[config.mk]
export PLATFORM = sky130hd
export DESIGN_NAME = spi_master_xfer_flat
export DESIGN_NICKNAME = d
export VERILOG_FILES = /design/src/rtl/spi_master_pkg.sv /design/src/rtl/spi_master_xfer_if.sv /design/src/rtl/spi_master_tick.sv /design/src/rtl/spi_master_xfer.sv /design/src/flat_wrapper.sv
export SDC_FILE = /design/constraint.sdc
export NUM_CORES = 1
export LEC_CHECK = 0
export ABC_CLOCK_PERIOD_IN_PS = 1750
export CORE_UTILIZATION = 32
export DETAILED_ROUTE_END_ITERATION = 6
export PLACE_DENSITY = 0.52
export REMOVE_ABC_BUFFERS = 1
export SLEW_MARGIN = 10
export SYNTH_ARGS = -nofsm -noshare
export SYNTH_HDL_FRONTEND = slang
export SYNTH_SLANG_ARGS = --single-unit
[constraint.sdc]
create_clock -name clk -period 1.75 [get_ports clk]
set_input_delay 0.175 -clock clk [delete_from_list [all_inputs] [get_ports clk]]
set_output_delay 0.175 -clock clk [all_outputs]
set_load 0.01 [all_outputs]
[src/rtl/spi_master_pkg.sv]
// Shared types and defaults for the SPI initiator.
//   state_e      : 3-bit FSM state encoding
//   DEF_NBITS    : default packet width
//   DEF_CLK_DIV  : default SCLK half-period in clk cycles
package spi_master_pkg;

  localparam int DEF_NBITS   = 34;
  localparam int DEF_CLK_DIV = 2;

  typedef enum logic [2:0] {
    ST_IDLE     = 3'd0,
    ST_LEAD     = 3'd1,
    ST_SHIFT_LO = 3'd2,
    ST_SHIFT_HI = 3'd3,
    ST_TRAIL    = 3'd4,
    ST_RESP     = 3'd5,
    ST_GAP      = 3'd6
  } state_e;

endpackage

[src/rtl/spi_master_xfer_if.sv]
// Request/response streams plus SPI pins of the initiator.
//   recv_*  : request word stream into the initiator
//   send_*  : captured word stream out of the initiator
//   spi_*   : minion-side pins (cs active-low, mode 0)
// master modport is the initiator's view; slave is the environment's view.
interface spi_master_xfer_if
  import spi_master_pkg::*;
#(
  parameter int NBITS = DEF_NBITS
);
  logic             recv_val;
  logic             recv_rdy;
  logic [NBITS-1:0] recv_msg;
  logic             send_val;
  logic             send_rdy;
  logic [NBITS-1:0] send_msg;
  logic             spi_cs;
  logic             spi_sclk;
  logic             spi_mosi;
  logic             spi_miso;

  modport master (
    input  recv_val, recv_msg, send_rdy, spi_miso,
    output recv_rdy, send_val, send_msg, spi_cs, spi_sclk, spi_mosi
  );

  modport slave (
    output recv_val, recv_msg, send_rdy, spi_miso,
    input  recv_rdy, send_val, send_msg, spi_cs, spi_sclk, spi_mosi
  );

endinterface

[src/rtl/spi_master_tick.sv]
// Phase timer: a down-counter that reloads to CLK_DIV-1 on load_i or on
// reaching zero. tick_o is high on the last cycle of each CLK_DIV-cycle phase.
//   clk, reset_n : clock and asynchronous active-low reset
//   load_i       : restart the phase on the next cycle
//   tick_o       : last cycle of the current phase
module spi_master_tick #(
  parameter int CLK_DIV = 2
) (
  input  logic clk,
  input  logic reset_n,
  input  logic load_i,
  output logic tick_o
);

  localparam int CW = (CLK_DIV > 1) ? $clog2(CLK_DIV) : 1;
  localparam logic [CW-1:0] LOAD_VAL = CW'(CLK_DIV - 1);

  logic [CW-1:0] cnt_q;
  logic [CW-1:0] cnt_d;

  // Free-running reload on terminal count lets consecutive phases chain
  // without the FSM having to reload explicitly.
  always_comb begin
    cnt_d = cnt_q - CW'(1);
    if (load_i || (cnt_q == '0)) cnt_d = LOAD_VAL;
  end

  always_ff @(posedge clk or negedge reset_n) begin
    if (!reset_n) cnt_q <= LOAD_VAL;
    else          cnt_q <= cnt_d;
  end

  assign tick_o = (cnt_q == '0);

endmodule

[src/rtl/spi_master_xfer.sv]
// SPI mode-0 initiator: accepts a word on the recv stream, shifts it out
// MSB-first on MOSI while capturing MISO, then offers the captured word on
// the send stream.
//   clk, reset_n : clock and asynchronous active-low reset
//   bus          : request/response streams and SPI pins (master modport)
//   busy         : high whenever the FSM is not in IDLE
//
// state    | meaning
// IDLE     | recv_rdy high, waiting for a request
// LEAD     | unused encoding; the first SHIFT_LO already gives cs-to-sclk setup
// SHIFT_LO | sclk low for CLK_DIV cycles, mosi holds current bit
// SHIFT_HI | sclk high for CLK_DIV cycles, miso sampled on the last one
// TRAIL    | cs still low, sclk low, mosi 0 for CLK_DIV cycles
// RESP     | cs high, send_val held until send_rdy
// GAP      | cs high for CLK_DIV cycles before accepting the next request
module spi_master_xfer
  import spi_master_pkg::*;
#(
  parameter int NBITS   = DEF_NBITS,
  parameter int CLK_DIV = DEF_CLK_DIV
) (
  input  logic                    clk,
  input  logic                    reset_n,
  spi_master_xfer_if.master       bus,
  output logic                    busy
);

  localparam int BCW = $clog2(NBITS + 1);
  localparam logic [BCW-1:0] LAST_BIT = BCW'(NBITS - 1);

  state_e           state_q;
  logic [NBITS-1:0] tx_q, tx_d;
  logic [NBITS-1:0] rx_q, rx_d;
  logic [BCW-1:0]   bit_cnt_q;
  logic             cs_q, sclk_q, send_val_q, recv_rdy_q, busy_q;

  logic recv_fire, send_fire, tick;

  // recv_rdy_q is only high in IDLE and send_val_q only in RESP, so these
  // handshakes are already qualified by state.
  assign recv_fire = bus.recv_val & recv_rdy_q;
  assign send_fire = send_val_q & bus.send_rdy;

  assign tx_d = {tx_q[NBITS-2:0], 1'b0};
  assign rx_d = {rx_q[NBITS-2:0], bus.spi_miso};

  spi_master_tick #(.CLK_DIV(CLK_DIV)) u_tick (
    .clk     (clk),
    .reset_n (reset_n),
    .load_i  (recv_fire | send_fire),
    .tick_o  (tick)
  );

  always_ff @(posedge clk or negedge reset_n) begin
    if (!reset_n) begin
      state_q    <= ST_IDLE;
      tx_q       <= '0;
      rx_q       <= '0;
      bit_cnt_q  <= '0;
      cs_q       <= 1'b1;
      sclk_q     <= 1'b0;
      send_val_q <= 1'b0;
      recv_rdy_q <= 1'b1;
      busy_q     <= 1'b0;
    end else begin
      case (state_q)
        ST_IDLE: begin
          if (recv_fire) begin
            tx_q       <= bus.recv_msg;
            bit_cnt_q  <= '0;
            cs_q       <= 1'b0;
            recv_rdy_q <= 1'b0;
            busy_q     <= 1'b1;
            state_q    <= ST_SHIFT_LO;
          end
        end
        ST_SHIFT_LO: begin
          if (tick) begin
            sclk_q  <= 1'b1;
            state_q <= ST_SHIFT_HI;
          end
        end
        ST_SHIFT_HI: begin
          // End of the high phase: sample, fall, and launch the next bit.
          // Zero-fill on the TX shift leaves mosi at 0 once all bits are out.
          if (tick) begin
            sclk_q    <= 1'b0;
            rx_q      <= rx_d;
            tx_q      <= tx_d;
            bit_cnt_q <= bit_cnt_q + BCW'(1);
            state_q   <= (bit_cnt_q == LAST_BIT) ? ST_TRAIL : ST_SHIFT_LO;
          end
        end
        ST_TRAIL: begin
          if (tick) begin
            cs_q       <= 1'b1;
            send_val_q <= 1'b1;
            state_q    <= ST_RESP;
          end
        end
        ST_RESP: begin
          if (send_fire) begin
            send_val_q <= 1'b0;
            state_q    <= ST_GAP;
          end
        end
        ST_GAP: begin
          if (tick) begin
            recv_rdy_q <= 1'b1;
            busy_q     <= 1'b0;
            state_q    <= ST_IDLE;
          end
        end
        default: begin
          cs_q       <= 1'b1;
          sclk_q     <= 1'b0;
          send_val_q <= 1'b0;
          recv_rdy_q <= 1'b1;
          busy_q     <= 1'b0;
          state_q    <= ST_IDLE;
        end
      endcase
    end
  end

  assign bus.recv_rdy = recv_rdy_q;
  assign bus.send_val = send_val_q;
  assign bus.send_msg = rx_q;
  assign bus.spi_cs   = cs_q;
  assign bus.spi_sclk = sclk_q;
  assign bus.spi_mosi = tx_q[NBITS-1];
  assign busy         = busy_q;

endmodule
[src/flat_wrapper.sv]
// flat-port wrapper written by rule: the top's interface ports become plain ports
module spi_master_xfer_flat import spi_master_pkg::*;
#(
  parameter int NBITS   = DEF_NBITS,
  parameter int CLK_DIV = DEF_CLK_DIV
)
  (clk, reset_n, busy, bus_recv_val, bus_recv_msg, bus_send_rdy, bus_spi_miso, bus_recv_rdy, bus_send_val, bus_send_msg, bus_spi_cs, bus_spi_sclk, bus_spi_mosi);
  spi_master_xfer_if #(.NBITS(NBITS)) bus_i ();
  input  logic clk;
  input  logic reset_n;
  output logic busy;
  input wire logic [$bits(bus_i.recv_val)-1:0] bus_recv_val;
  input wire logic [$bits(bus_i.recv_msg)-1:0] bus_recv_msg;
  input wire logic [$bits(bus_i.send_rdy)-1:0] bus_send_rdy;
  input wire logic [$bits(bus_i.spi_miso)-1:0] bus_spi_miso;
  output wire logic [$bits(bus_i.recv_rdy)-1:0] bus_recv_rdy;
  output wire logic [$bits(bus_i.send_val)-1:0] bus_send_val;
  output wire logic [$bits(bus_i.send_msg)-1:0] bus_send_msg;
  output wire logic [$bits(bus_i.spi_cs)-1:0] bus_spi_cs;
  output wire logic [$bits(bus_i.spi_sclk)-1:0] bus_spi_sclk;
  output wire logic [$bits(bus_i.spi_mosi)-1:0] bus_spi_mosi;
  assign bus_i.recv_val = bus_recv_val;
  assign bus_i.recv_msg = bus_recv_msg;
  assign bus_i.send_rdy = bus_send_rdy;
  assign bus_i.spi_miso = bus_spi_miso;
  assign bus_recv_rdy = bus_i.recv_rdy;
  assign bus_send_val = bus_i.send_val;
  assign bus_send_msg = bus_i.send_msg;
  assign bus_spi_cs = bus_i.spi_cs;
  assign bus_spi_sclk = bus_i.spi_sclk;
  assign bus_spi_mosi = bus_i.spi_mosi;
  spi_master_xfer #(.NBITS(NBITS), .CLK_DIV(CLK_DIV)) u_core (.clk(clk), .reset_n(reset_n), .bus(bus_i), .busy(busy));
endmodule
Word-level counts from Yosys, hierarchy flattened --
Index checks and enable logic that the tools add are counted.
Word-level totals: register bits 83, input port bits 39
Cells by class: $add $sub $neg 2, muxes and demuxes 25, reductions and logical operators 14, bitwise logic cells 8, eq/ne operators 12
Operators with widths (count):
- $mux 34 | 2
- $pmux 34 s2 | 1
- $mux 3 | 7
- $pmux 3 s6 | 1
- $reduce_or 4->1 | 4
- $pmux 1 s3 | 5
- $reduce_and 3->1 | 5
- $mux 6 | 2
- $pmux 6 s2 | 1
- $eq 3x3->1 const B | 3
- $ne 2x2->1 const B | 4
- $add 6x1->6 const B | 1
- $eq 3x2->1 const B | 2
- $eq 6x6->1 const B | 1
- $mux 1 | 6
- $reduce_and 6->1 | 1
- $not 1->1 | 5
- $ne 2x1->1 const B | 2
- $logic_not 3->1 | 1
- $and 1x1->1 | 2
- $reduce_and 2->1 | 1
- $reduce_bool 2->1 | 1
- $logic_or 1x1->1 | 1
- $or 1x1->1 | 1
- $sub 1x1->1 const B | 1

Logic depth before layout (Yosys ltp) --
depth in word-level cells 4, depth in mapped cells 6, depth with buffers taken out 5

Modules after synthesis --
From an unflattened synthesis, not the netlist that was laid out.
Unflattened totals: cells, all modules 321, area, all modules 3741.1 um^2
Modules (own cells, without submodules):
- spi_master_xfer | cells an instance 318, area each 3704.8 um^2, sequential area each 2054.5 um^2, instances 1
- spi_master_tick | cells an instance 3, area each 36.3 um^2, sequential area each 26.3 um^2, instances 1

Worst setup path after synthesis --
OpenSTA, ideal clock, no wires.
path type register -> register, start point reg u_core.recv_rdy_q (netlist: u_core.bus.recv_rdy), end point reg u_core.tx_q[1], period minus slack after synthesis 1592 ps, data arrival time 1468 ps, path slack 158 ps, setup time 125 ps, stages on the path, launching flop included 5, path buffers 1, cells stage by stage dfstp_2 > nand4bb_4 > a21oi_4 > buf_4 > mux2_2
Between the ends: longest elaborated chain between the ends 3
RTL lines:
- from (decl) | RTL line spi_master_xfer.sv:35 | logic cs_q, sclk_q, send_val_q, recv_rdy_q, busy_q;
- from (signal assigned) | RTL line spi_master_xfer.sv:63 | recv_rdy_q <= 1'b1;
- from (signal assigned) | RTL line spi_master_xfer.sv:72 | recv_rdy_q <= 1'b0;
- from (signal assigned) | RTL line spi_master_xfer.sv:109 | recv_rdy_q <= 1'b1;
- $and 1x1->1 | RTL line spi_master_xfer.sv:41 | assign recv_fire = bus.recv_val & recv_rdy_q;
- $ne 2x1->1 (no line)
- $reduce_and 3->1 (no line)
- to (signal assigned) | RTL line spi_master_xfer.sv:69 | tx_q <= bus.recv_msg;
- to (signal assigned) | RTL line spi_master_xfer.sv:89 | tx_q <= tx_d;
- to (decl) | RTL line spi_master_xfer.sv:32 | logic [NBITS-1:0] tx_q, tx_d;
Every way passes these cells. A chain may end at the register's enable or synchronous reset.

Final worst setup path --
start point reg u_core.recv_rdy_q (netlist: u_core.bus.recv_rdy), end point out bus_recv_rdy
RTL lines:
- to (decl) | RTL line flat_wrapper.sv:16 | output wire logic [$bits(bus_i.recv_rdy)-1:0] bus_recv_rdy;
No word-level cell between the ends.

==> metrics.yaml <==
global_route:
  grt_usage_pct: 13.1
  grt_pass1_wl_mm: 13.0
  grt_pass1_vias: 2719
  grt_max_degree: 35
  antenna_found_initial: 0
  grt_overflow_total: 0
floorplan:
  rows: 39
  core_mm2: 0.0115
  die_width_um: 111
  die_h_um: 111
  ios: 79
  start_util_pct: 33.0
  design.die.area_mm2: 0.0123
route:
  drt-total-wl_mm: 7.34
  drt-initial-drc-count: 61
  drt-wirelength-per-cell_um: 14.3
  antenna_left: 0
  vias_per_cell: 4.72
  firstDrtPassIters: 6
  vias: 2423
  drc: 4
sta:
  fin_skew_ps: 5.90
  worst_slew_pin_slew_ps: 421
  max_slew_margin_pct: 72.0
  hold_violations: 0
  fin_ws_ps: 126
  rsz0062_at_grt: "no"
  final_max_slew_viol_count: 0
  hold_ws_ps: 322
  finalSetupViolations: 0
  fmaxAchievable_mhz: 616
  fin_crit_sh_pct: 92.8
  fin_crit_ps: 1620
setup_path:
  cp_max_fo: 4
  path_class: "reg -> out"
  cp.required_ps: 1570
  crit_buf_inv: 1
  critical-path-slowest-cell: "dfstp_2"
  cp-start-kind: "flip-flop"
  cp_top_family: "flip-flops"
  max_stage_delay_ps: 580
  cp_cell_sequence: "clkdlybuf4s50_1"
  critical_path_arrival_ps: 1450
  endpoint_kind: "output port"
outcome:
  violations: "design-rule violations"
  status: "finished with violations"
yosys:
  synth-simple-area-share_pct: 5.76
  avgSynthCellArea_um2: 13.9
  synth-seq-cells: 83
  synthesis.instances: 273
  synth_top_family_by_area: "multiplexers"
  synthesis.area_mm2: 0.00380
  synth-adder-area-share_pct: 0.659
  yosysUniqueCellTypes: 37
  synth-compound-area-share_pct: 4.74
  synthXorXnorAreaFrac_pct: 0.230
  yosys-mux-area-fraction_pct: 30.7
  yosysWarnings: 0
  ys_seq_area_share_pct: 54.8
power:
  switching_power_uw: 2600
  power-per-cell-area_mw_per_mm2: 1660
  p_int_uw: 5960
  pwr-share-clk_pct: 22.3
  pwr-share-comb_pct: 40.7
  p_total_uw: 8560
  swShare_pct: 30.4
  ir_drop_mv: 0.635
  pwr-share-seq_pct: 36.9
  p_leak_uw: 0.00221
clocking:
  clock-sinks: 83
  cts_buffer_depth: 2
  cts_setup_buffers: 0
  htree_levels: 3
  cts_tree: "done"
  cts-root-buf: "clkbuf_16"
  cts-buffers-inserted: 9
  clk_pin_slew_worst_paths_ps: 70
  worstSkewPairLatency_ps: 320
placed_design:
  pre_cts_slack_ps: 16.1
  gp_congestion: 0.720
  dpl.hpwl_mm: 5.02
  io_buffers: 78
cells_and_area:
  layout.nets: 406
  syn_to_final_growth_pct: 35.9
  antenna_cells: 0
  layout-drive-gt1-share_pct: 30.5
worst_hold_path:
  hp-class: "in -> async"
flow_run:
  max_cap_viol_count: 0
-- stage by stage --
stage / util [%] / instances / instance area (um^2) / TNS [ps]
floorplan: - / 257 / 3710 / -19920
finish: 44.9 / 513 / 5160 / 0
global route: 44.9 / 513 / 5160 / 0
global placement: 42.1 / 496 / 4850 / 0
CTS: 44.8 / 513 / 5160 / 0
detailed placement: 42.1 / 496 / 4850 / 0
-- sequential cells by signal, summed over array words and instances, names as in the netlist --
register,cells
u_core.u_tick.cnt_q,1
u_core.bus.send_val,1
u_core.bus.recv_rdy,1
u_core.bit_cnt_q,6
u_core.tx_q,34
u_core.bus.spi_sclk,1
u_core.bus.send_msg,34
u_core.bus.spi_cs,1
u_core.busy,1
u_core.state_q,3
-- power by group through the flow --
stage | Sequential (uW) | Clock [uW] | Combinational [uW]
CTS | 3180 | 1980 | 3540
finish | 3160 | 1910 | 3490
floorplan | 3190 | 0 | 2170
global placement | 3180 | 0 | 3460
global route | 3290 | 2050 | 3840
detailed placement | 3210 | 0 | 3520
-- worst register-to-register path: stages (launching register included) --
cell and delay [ps]:
dfrtp_2 490, nand4bb_4 250, a21oi_4 180, buf_12 210, mux2_2 370
-- logic make-up (layout without fill, tap and decap cells) --
group	Yosys count	count (layout)
buf+inv	23	120
simple gates	33	33
fa+ha+maj	2	2
mux	104	104
xor+xnor	1	1
flops	83	83
compound gates	27	27
-- synth_stat cells --
library cell | n | share of area, %
inv_1 | 7 | 0.69
mux2_2 | 71 | 21
nand2b_1 | 4 | 0.66
a22o_1 | 1 | 0.23
clkbuf_1 | 3 | 0.30
a211o_1 | 1 | 0.23
nand4bb_4 | 1 | 0.72
nor3_1 | 1 | 0.13
mux2_1 | 29 | 8.6
nand4_1 | 1 | 0.16
a211oi_1 | 1 | 0.20
nand3b_4 | 1 | 0.53
nor4bb_1 | 1 | 0.26
ha_1 | 2 | 0.66
nand2_1 | 10 | 0.99
xor2_1 | 1 | 0.23
nand4bb_1 | 1 | 0.30
nor2_1 | 4 | 0.40
a31oi_1 | 1 | 0.16
a21o_1 | 1 | 0.20
dfstp_2 | 3 | 2.1
and4bb_1 | 1 | 0.33
o2bb2ai_1 | 4 | 0.92
a21oi_1 | 7 | 0.92
a22oi_1 | 1 | 0.20
nand3_1 | 2 | 0.26
a21oi_4 | 1 | 0.43
nand3b_1 | 1 | 0.20
buf_2 | 6 | 0.79
dfrtp_1 | 80 | 53
mux2i_1 | 4 | 1.1
or3_1 | 3 | 0.49
and2_0 | 1 | 0.16
o22ai_1 | 2 | 0.33
nor2b_1 | 1 | 0.16
buf_4 | 7 | 1.4
o21ai_0 | 7 | 0.92
-- final timing paths --
kind	start	to	slack, ps	cells past startpoint
min in group clk	bus_recv_msg[0]	u_core.tx_q[0]	400	3
hold / removal	reset_n	u_core.tx_q[9]	320	2
setup reg to reg	u_core.state_q[1]	u_core.tx_q[32]	150	4
setup / recovery	u_core.bus.recv_rdy	bus_recv_rdy	130	1
hold reg to reg	u_core.bit_cnt_q[5]	u_core.bit_cnt_q[5]	470	1
max in group asynchronous	reset_n	u_core.tx_q[32]	900	3
-- cells in the final DEF (no fill, tap or decap), types with 3 or more instances in the layout --
cell,count
nand2b_1,4
buf_4,15
clkdlybuf4s50_1,77
mux2i_1,4
a21oi_1,7
o2bb2ai_1,4
buf_12,4
nand2_1,10
or3_1,3
clkinvlp_4,3
dfstp_2,3
nor2_1,4
clkbuf_16,9
mux2_1,29
dfrtp_1,78
mux2_2,71
inv_1,7
o21ai_0,7
-- per-layer routing --
| metal | part of all wire (%) | track usage (%) |
|---|---|---|
| met5 | 0 | 0 |
| met4 | 1.2 | 4.66 |
| met3 | 4.4 | 3.83 |
| met2 | 48 | 21.5 |
| met1 | 46 | 16.4 |
-- layout make-up --
type	instances	area (um^2)
fill	1106	6350
sequential	83	2080
multi-input combinational	167	1600
timing repair buffer	97	973
clock buffer	11	243
tap	143	179
clock inverter	5	61.3
inverter	7	26.3
-- timing repair --
item / in CTS / in global routing
endpoints found under the hold margin: 24 / 0
setup endpoints to repair: 0 / 60
hold buffers: 1 / 0
resized for setup: 0 / 2
No activity file was read; power rests on OpenSTA's default activity.
